<file path="config.mk">
export PLATFORM = sky130hd
export DESIGN_NAME = cpu_loader
export DESIGN_NICKNAME = d
export VERILOG_FILES = /design/src/rtl/cpu_loader.sv
export SDC_FILE = /design/constraint.sdc
export NUM_CORES = 1
export LEC_CHECK = 0
export ABC_AREA = 1
export CAP_MARGIN = 20
export CORE_UTILIZATION = 43
export CTS_CLUSTER_DIAMETER = 200
export DETAILED_ROUTE_END_ITERATION = 10
export PLACE_DENSITY = 0.81
export SLEW_MARGIN = 15
export SYNTH_ARGS = -nofsm -noshare
export SYNTH_HDL_FRONTEND = slang
export SYNTH_SLANG_ARGS = --single-unit
</file>
<file path="constraint.sdc">
create_clock -name clk -period 1.42 [get_ports clk]
set_input_delay 0.213 -clock clk [delete_from_list [all_inputs] [get_ports clk]]
set_output_delay 0.213 -clock clk [all_outputs]
set_load 0.05 [all_outputs]
</file>
<file path="src/rtl/cpu_loader.sv">
// Stream loader: decodes section headers, writes instruction words and data
// doublewords into external memories, then enables the CPU for a bounded run.
module cpu_loader #(
    parameter int unsigned RUN_CYCLES = 0
) (
    input  logic        clk,
    input  logic        rst,
    input  logic        in_valid,
    input  logic [31:0] in_data,
    output logic        in_ready,
    output logic [63:0] addr_ext,
    output logic        wen_ext,
    output logic        ren_ext,
    output logic [31:0] wdata_ext,
    output logic [63:0] addr_ext_2,
    output logic        wen_ext_2,
    output logic        ren_ext_2,
    output logic [63:0] wdata_ext_2,
    output logic        enable,
    output logic        done
);

    typedef enum logic [2:0] {
        S_HDR,
        S_LOAD_I,
        S_LOAD_D_LO,
        S_LOAD_D_HI,
        S_RUN,
        S_DONE
    } state_t;

    localparam logic [31:0] LP_RUN_LAST = RUN_CYCLES - 1;

    state_t      r_state;
    state_t      w_state_next;
    logic        w_in_ready;
    logic        w_xfer;
    logic        w_last_word;
    logic        w_run_last;
    logic [15:0] r_index;
    logic [15:0] r_remaining;
    logic [31:0] r_low;
    logic [31:0] r_run_cnt;
    logic [63:0] r_addr_i;
    logic        r_wen_i;
    logic [31:0] r_wdata_i;
    logic [63:0] r_addr_d;
    logic        r_wen_d;
    logic [63:0] r_wdata_d;
    logic        r_enable;
    logic        r_done;

    assign w_in_ready  = (r_state == S_HDR) || (r_state == S_LOAD_I) ||
                         (r_state == S_LOAD_D_LO) || (r_state == S_LOAD_D_HI);
    assign w_xfer      = in_valid && w_in_ready;
    assign w_last_word = (r_remaining == 16'd1);
    assign w_run_last  = (RUN_CYCLES != 0) && (r_run_cnt == LP_RUN_LAST);

    always_ff @(posedge clk) begin
        if (rst) begin
            r_state <= S_HDR;
        end else begin
            r_state <= w_state_next;
        end
    end

    always_comb begin
        w_state_next = r_state;
        case (r_state)
            S_HDR: begin
                if (w_xfer) begin
                    if (in_data[15:0] == 16'd0) begin
                        w_state_next = S_RUN;
                    end else if (in_data[31]) begin
                        w_state_next = S_LOAD_D_LO;
                    end else begin
                        w_state_next = S_LOAD_I;
                    end
                end
            end
            S_LOAD_I: begin
                if (w_xfer && w_last_word) begin
                    w_state_next = S_HDR;
                end
            end
            S_LOAD_D_LO: begin
                if (w_xfer) begin
                    w_state_next = S_LOAD_D_HI;
                end
            end
            S_LOAD_D_HI: begin
                if (w_xfer) begin
                    w_state_next = w_last_word ? S_HDR : S_LOAD_D_LO;
                end
            end
            S_RUN: begin
                if (w_run_last) begin
                    w_state_next = S_DONE;
                end
            end
            S_DONE:  w_state_next = S_DONE;
            default: w_state_next = S_HDR;
        endcase
    end

    // Write strobes are single-cycle pulses; address/data hold between writes.
    always_ff @(posedge clk) begin
        if (rst) begin
            r_index     <= 16'd0;
            r_remaining <= 16'd0;
            r_low       <= 32'd0;
            r_run_cnt   <= 32'd0;
            r_addr_i    <= 64'd0;
            r_wen_i     <= 1'b0;
            r_wdata_i   <= 32'd0;
            r_addr_d    <= 64'd0;
            r_wen_d     <= 1'b0;
            r_wdata_d   <= 64'd0;
            r_enable    <= 1'b0;
            r_done      <= 1'b0;
        end else begin
            r_wen_i <= 1'b0;
            r_wen_d <= 1'b0;
            if (w_xfer) begin
                case (r_state)
                    S_HDR: begin
                        if (in_data[15:0] != 16'd0) begin
                            r_index     <= {1'b0, in_data[30:16]};
                            r_remaining <= in_data[15:0];
                        end
                    end
                    S_LOAD_I: begin
                        r_wen_i     <= 1'b1;
                        r_addr_i    <= {46'd0, r_index, 2'b00};
                        r_wdata_i   <= in_data;
                        r_index     <= r_index + 16'd1;
                        r_remaining <= r_remaining - 16'd1;
                    end
                    S_LOAD_D_LO: begin
                        r_low <= in_data;
                    end
                    S_LOAD_D_HI: begin
                        r_wen_d     <= 1'b1;
                        r_addr_d    <= {45'd0, r_index, 3'b000};
                        r_wdata_d   <= {in_data, r_low};
                        r_index     <= r_index + 16'd1;
                        r_remaining <= r_remaining - 16'd1;
                    end
                    default: ;
                endcase
            end
            if ((r_state == S_RUN) && (RUN_CYCLES != 0)) begin
                r_run_cnt <= r_run_cnt + 32'd1;
            end
            r_enable <= (w_state_next == S_RUN);
            r_done   <= (w_state_next == S_DONE);
        end
    end

    assign in_ready    = w_in_ready;
    assign addr_ext    = r_addr_i;
    assign wen_ext     = r_wen_i;
    assign ren_ext     = 1'b0;
    assign wdata_ext   = r_wdata_i;
    assign addr_ext_2  = r_addr_d;
    assign wen_ext_2   = r_wen_d;
    assign ren_ext_2   = 1'b0;
    assign wdata_ext_2 = r_wdata_d;
    assign enable      = r_enable;
    assign done        = r_done;

endmodule

</file>
### Word level (Yosys, flattened, before mapping)

Cells that the tools add are included.

| cells by class | value |
|---|---|
| add/subtract/negate cells | 2 |
| equal/unequal tests | 9 |
| multiplexer cells | 14 |
| bitwise logic cells | 1 |
| reductions and logical operators | 15 |

Operator list:

| operator | number |
|---|---|
| 16-bit case mux with 2 select lines | 2 |
| 16-bit two-way mux | 2 |
| 3-bit case mux with 6 select lines | 1 |
| 16-bit by 1-bit adder with 16-bit output, second input constant | 1 |
| 16-bit by 1-bit == test with 1-bit output, second input constant | 1 |
| 16-bit zero test | 1 |
| 16-bit nonzero test | 1 |
| 16-bit by 1-bit subtractor with 16-bit output, second input constant | 1 |
| 3-bit two-way mux | 5 |
| 3-bit == test, second input constant | 4 |
| 3-bit by 2-bit == test with 1-bit output, second input constant | 2 |
| 2-bit AND reduction | 3 |
| 2-bit two-way mux | 2 |
| 2-bit OR reduction | 2 |
| 3-bit by 1-bit == test with 1-bit output, second input constant | 1 |
| 3-bit zero test | 1 |
| 1-bit logical OR | 3 |
| 3-bit AND reduction | 1 |
| 1-bit logical AND | 2 |
| 1-bit two-way mux | 2 |
| 2-bit by 1-bit != test with 1-bit output, second input constant | 1 |
| 2-bit nonzero test | 1 |
| 1-bit NOT | 1 |

| storage, ports and cells | value |
|---|---|
| register bits | 199 |
| output and inout bits | 231 |

### Logic depth before layout (Yosys ltp)

| depth | value |
|---|---|
| word-level depth | 9 |
| gate-level depth with buffers | 10 |

### Least setup slack after synthesis

OpenSTA, ideal clock, no wires.

| timing path | value |
|---|---|
| path kind | reg2reg |
| from | register r_state[2] |
| to | register r_index[2] |
| library setup time | 118 ps |
| arrival time | 1,398 ps |
| required time | 1,302 ps |
| path slack | -96 ps |
| cell stages (with the launch flop) | 9 |
| period minus slack after synthesis | 1,516 ps |
| path through | dfxtp_1 > inv_2 > nand2_4 > nor2_4 > nand2_2 > buf_6 > buf_12 > nor3_1 > nor2_1 |

| between the ends | value |
|---|---|
| cells in the longest elaborated chain, start to end | 6 |
| elaborated cells on any way between the ends | 13 |
| those cells by class | eq/ne: 4; mux: 1; reduce/logical: 8 |

RTL lines:

| item | line | RTL |
|---|---|---|
| start, declared | 34 | `state_t r_state;` |
| start signal, assigned | 63 | `r_state <= w_state_next;` |
| 3-bit by 1-bit == test with 1-bit output / 3-bit zero test (equally long branches) | 53 | `assign w_in_ready = (r_state == S_HDR) \|\| (r_state == S_LOAD_I) \|\|` |
| 1-bit logical OR (2 in a row) | 53 |  |
| 1-bit logical OR * | 54 | `(r_state == S_LOAD_D_LO) \|\| (r_state == S_LOAD_D_HI);` |
| net in_ready | 10 | `output logic in_ready,` |
| 1-bit logical AND * | 55 | `assign w_xfer = in_valid && w_in_ready;` |
| 3-bit AND reduction (no line) * | - |  |
| end signal, assigned | 128 | `r_index <= {1'b0, in_data[30:16]};` |
| end signal, assigned | 136 | `r_index <= r_index + 16'd1;` |
| end signal, assigned | 146 | `r_index <= r_index + 16'd1;` |
| end, declared | 40 | `logic [15:0] r_index;` |

Mark *: on every way through the listed nets, which the timed path passes. The rest lies on a longest branch.
A chain may end at the register's enable or synchronous reset.

### Worst setup path in the final report

| timing path | value |
|---|---|
| from | input in_data[0] |
| to | register r_index[2] |

| between the ends | value |
|---|---|
| cells in the longest elaborated chain, start to end | 3 |

RTL lines:

| item | line | RTL |
|---|---|---|
| start, declared | 9 | `input logic [31:0] in_data,` |
| 16-bit nonzero test | 127 | `if (in_data[15:0] != 16'd0) begin` |
| 2-bit by 1-bit != test with 1-bit output (no line) | - |  |
| 3-bit AND reduction (no line) | - |  |

No other way between the ends.

==> run metrics <==
Most used DFF post-synth=sky130_fd_sc_hd__dfxtp_1; height of the die=147 µm; vias post-DR=9,288; Layout fillers=1,502; average footprint of a synthesized cell=7.33 µm²; NumNets Final=1,488; number of H-tree branching levels=4; Distinct cells, synth=35; worst hold margin=0.225 ns; Seq. cell area=4000 µm²; unrepaired setup endpoints after global routing=yes; register bit count reported by yosys=199; synth-to-layout area growth=53.3%; total routed wirelength=32,000 µm; worst clock skew on the final layout=0.0156 ns; synthesized cell area=9010 µm²; max_cap viols=0; multi-input gate area in the final layout=4350 µm²; most instantiated cells after synthesis=sky130_fd_sc_hd__nand2_1 (204), sky130_fd_sc_hd__dfxtp_1 (199), sky130_fd_sc_hd__nor2_1 (185), sky130_fd_sc_hd__nand3_1 (124), sky130_fd_sc_hd__a21oi_1 (121); critical path class=in -> reg; area of the core=20,400 µm²; post-synth top area share=44.2%; CTS Hold Buffers Added=0; worst hold path type=in -> reg; remaining routing DRC violations=0; grt ovf=0; number of slew-limit violations in the final report=0; TritonCTS clock tree=yes; reported leakage power=0.00561 µW; number of flops mapped to enable cells by yosys=0; cts bufs inserted=17; largest buffer count on any clock path=2; worst vdd rail ir drop=0.000973 V; data required time of the critical path=1.75 ns; routed via count divided by cell count=5.36; Overall Global Routing Usage=26.9%; area enclosed by the die boundary=21,500 µm²; TritonRoute pass-1 iters=5; sequential cell fraction of total power=41.3%; wire length on met2=15,000 µm; worst hold path stage count=3; gate count of the mapped netlist=1,229; Die X-Extent=147 µm; later-pin clock latency in the skew report=0.45 ns; post-layout worst setup margin=-0.145 ns; pin count of the biggest net entering global routing=81; number of antenna violations at the first check in global routing=0; violations in the final reports=negative setup slack; uppermost layer routed=met4; fraction of final layout cells with drive strength greater than 1=26.5%; global-route wire length before repair=45,700 µm; global placement routability congestion=0.871; relative contribution of combinational cells to total power=25.4%; top area cells in the synthesized netlist=sky130_fd_sc_hd__dfxtp_1 (44%), sky130_fd_sc_hd__buf_4 (9.0%), sky130_fd_sc_hd__nand2_1 (8.5%); Worst Setup End Kind=flop; DR WL/cell=18.5 µm; Site Rows=52; Highest Clock Rate=639 MHz; switching portion of total power=33.4%; power density of the placed cells=1080 nW/µm²; Yosys top cell by area=sky130_fd_sc_hd__dfxtp_1; number of hold violations in the final report=0; Initial Utilization=44.2%; kind of start point of the critical path=input pin; depth of the worst register-to-register path=7; crit path time final=1.56 ns; portion of the clock cycle consumed by the worst path in the final layout=110%; sum of net half-perimeters after detailed placement=20,000 µm; worst-path fanout max=25; sum of negative setup slack=-2.66 ns; number of warnings reported in the yosys synthesis log=0; count of boundary I/O pins=266; most frequent cell after synthesis=sky130_fd_sc_hd__nand2_1; number of port buffers=167; proportion of power drawn by the clock network=33.4%; register area share after synthesis=44.2%; count of inserted antenna diode cells=0; length of routed met3 wiring=3260 µm; CTS root buf=sky130_fd_sc_hd__clkbuf_16; sink count of the clock tree=199; async set-reset flop share out of synthesis=0%; Final Setup Violations=64; internal portion of total power=9970 µW; number of violations reported at the end of detailed-routing iteration 0=1,031; Final Power=15,000 µW; via count of the first global-routing pass=8,561; power spent charging and discharging nets=4990 µW; clock slew at reported path FFs=0.07 ns; wl on met1=12,200 µm; status=finished, violations left; final antenna-violating net count=0; CP Data Arrival Time=1.89 ns
## cells in the final DEF, fill, tap and decap left out, types with 5 or more instances in the layout
master                            instances
sky130_fd_sc_hd__buf_4                   70
sky130_fd_sc_hd__inv_2                    7
sky130_fd_sc_hd__buf_12                 151
sky130_fd_sc_hd__a21oi_2                 19
sky130_fd_sc_hd__a21oi_1                117
sky130_fd_sc_hd__inv_1                   44
sky130_fd_sc_hd__nor2_1                 164
sky130_fd_sc_hd__nor2_4                  11
sky130_fd_sc_hd__nand2_4                  5
sky130_fd_sc_hd__dfxtp_2                  7
sky130_fd_sc_hd__clkbuf_16               28
sky130_fd_sc_hd__nand3_1                123
sky130_fd_sc_hd__dfxtp_1                189
sky130_fd_sc_hd__o21ai_2                 17
sky130_fd_sc_hd__nand2_2                 17
sky130_fd_sc_hd__o21ai_0                 73
sky130_fd_sc_hd__o21ai_1                 21
sky130_fd_sc_hd__clkdlybuf4s50_1         33
sky130_fd_sc_hd__nor2_2                  15
sky130_fd_sc_hd__conb_1                  98
sky130_fd_sc_hd__nand2_1                195
sky130_fd_sc_hd__buf_6                    9
## area by class of cell
| type | instances | share of cell area (%) |
|---|---|---|
| multi-input cells | 902 | 31.5 |
| flip-flops and latches | 199 | 29.0 |
| well taps | 270 | 2.45 |
| clock inverters | 12 | 1.01 |
| repair buffers | 276 | 31.1 |
| inverters | 54 | 1.58 |
| clock buffers | 20 | 3.31 |
## final timing paths
path,startpoint,end,slack [ns]
worst max-delay path,in_data[0],r_index[2],-0.14
worst min-delay path,rst,r_index[15],0.22
worst max register to register,r_state[2],r_index[2],-0.14
worst min register to register,r_low[9],wdata_ext_2[9],0.49
## cell families after synthesis
kind of cell	Yosys count	synth area share, %
AND/OR/NAND/NOR	546	25.6
AO/OA/AOI/OAI	252	14.8
buffers and inverters	225	14.6
flip-flops	199	44.2
XOR/XNOR	3	0.292
adder cells (fa/ha/maj)	3	0.417
other	1	0.0416
## power groups by stage
stage               clock network (µW)  logic (µW)  registers [µW]
floorplan                            0        1900            6570
global placement                     0        3300            6250
detailed placement                   0        3350            6260
CTS                               4970        3440            6140
global route                      5250        4010            6200
finish                            4990        3800            6180
## metal layers
layer / global-route usage [%] / vias up
met5: 0 / -
met2: 44.7 / 567
met4: 13.3 / 0
li1: - / 4261
met1: 32.0 / 4348
met3: 7.24 / 112
## state kept, by name, indices dropped and copies added (netlist names), 3 cells and up
register,flops
addr_ext_2,16
r_index,16
addr_ext,16
r_state,3
wdata_ext_2,64
wdata_ext,32
r_low,32
r_remaining,16
## worst max-delay path, stage by stage
cell and delay [ns]:
sky130_fd_sc_hd__clkdlybuf4s50_1 0.54, sky130_fd_sc_hd__nor2_2 0.20, sky130_fd_sc_hd__nand2_1 0.08, sky130_fd_sc_hd__nor2_2 0.15, sky130_fd_sc_hd__nand3_4 0.14, sky130_fd_sc_hd__nand2_8 0.17
sky130_fd_sc_hd__inv_8 0.11, sky130_fd_sc_hd__o21ai_0 0.22, sky130_fd_sc_hd__nor2_1 0.06
## per-stage QoR
step	area (µm²)	instances	worst slack (ns)	util, %
6_report	13800	1733	-0.145	67.8
5_1_grt	13800	1733	-0.233	67.8
4_1_cts	13200	1713	-0.0522	64.7
3_5_place_dp	12400	1677	-0.636	61.0
3_3_place_gp	12400	1677	-0.599	61.0
2_1_floorplan	9380	1326	0.00346	-
## repair_timing
| action | in CTS | in global routing |
|---|---|---|
| pin swaps | 6 | 31 |
| resized for setup | 31 | 107 |
| setup endpoints to repair | 97 | 126 |
| buffers inserted | 2 | 9 |
| gates cloned | 2 | 12 |
Power figures use the tool's default switching activity.
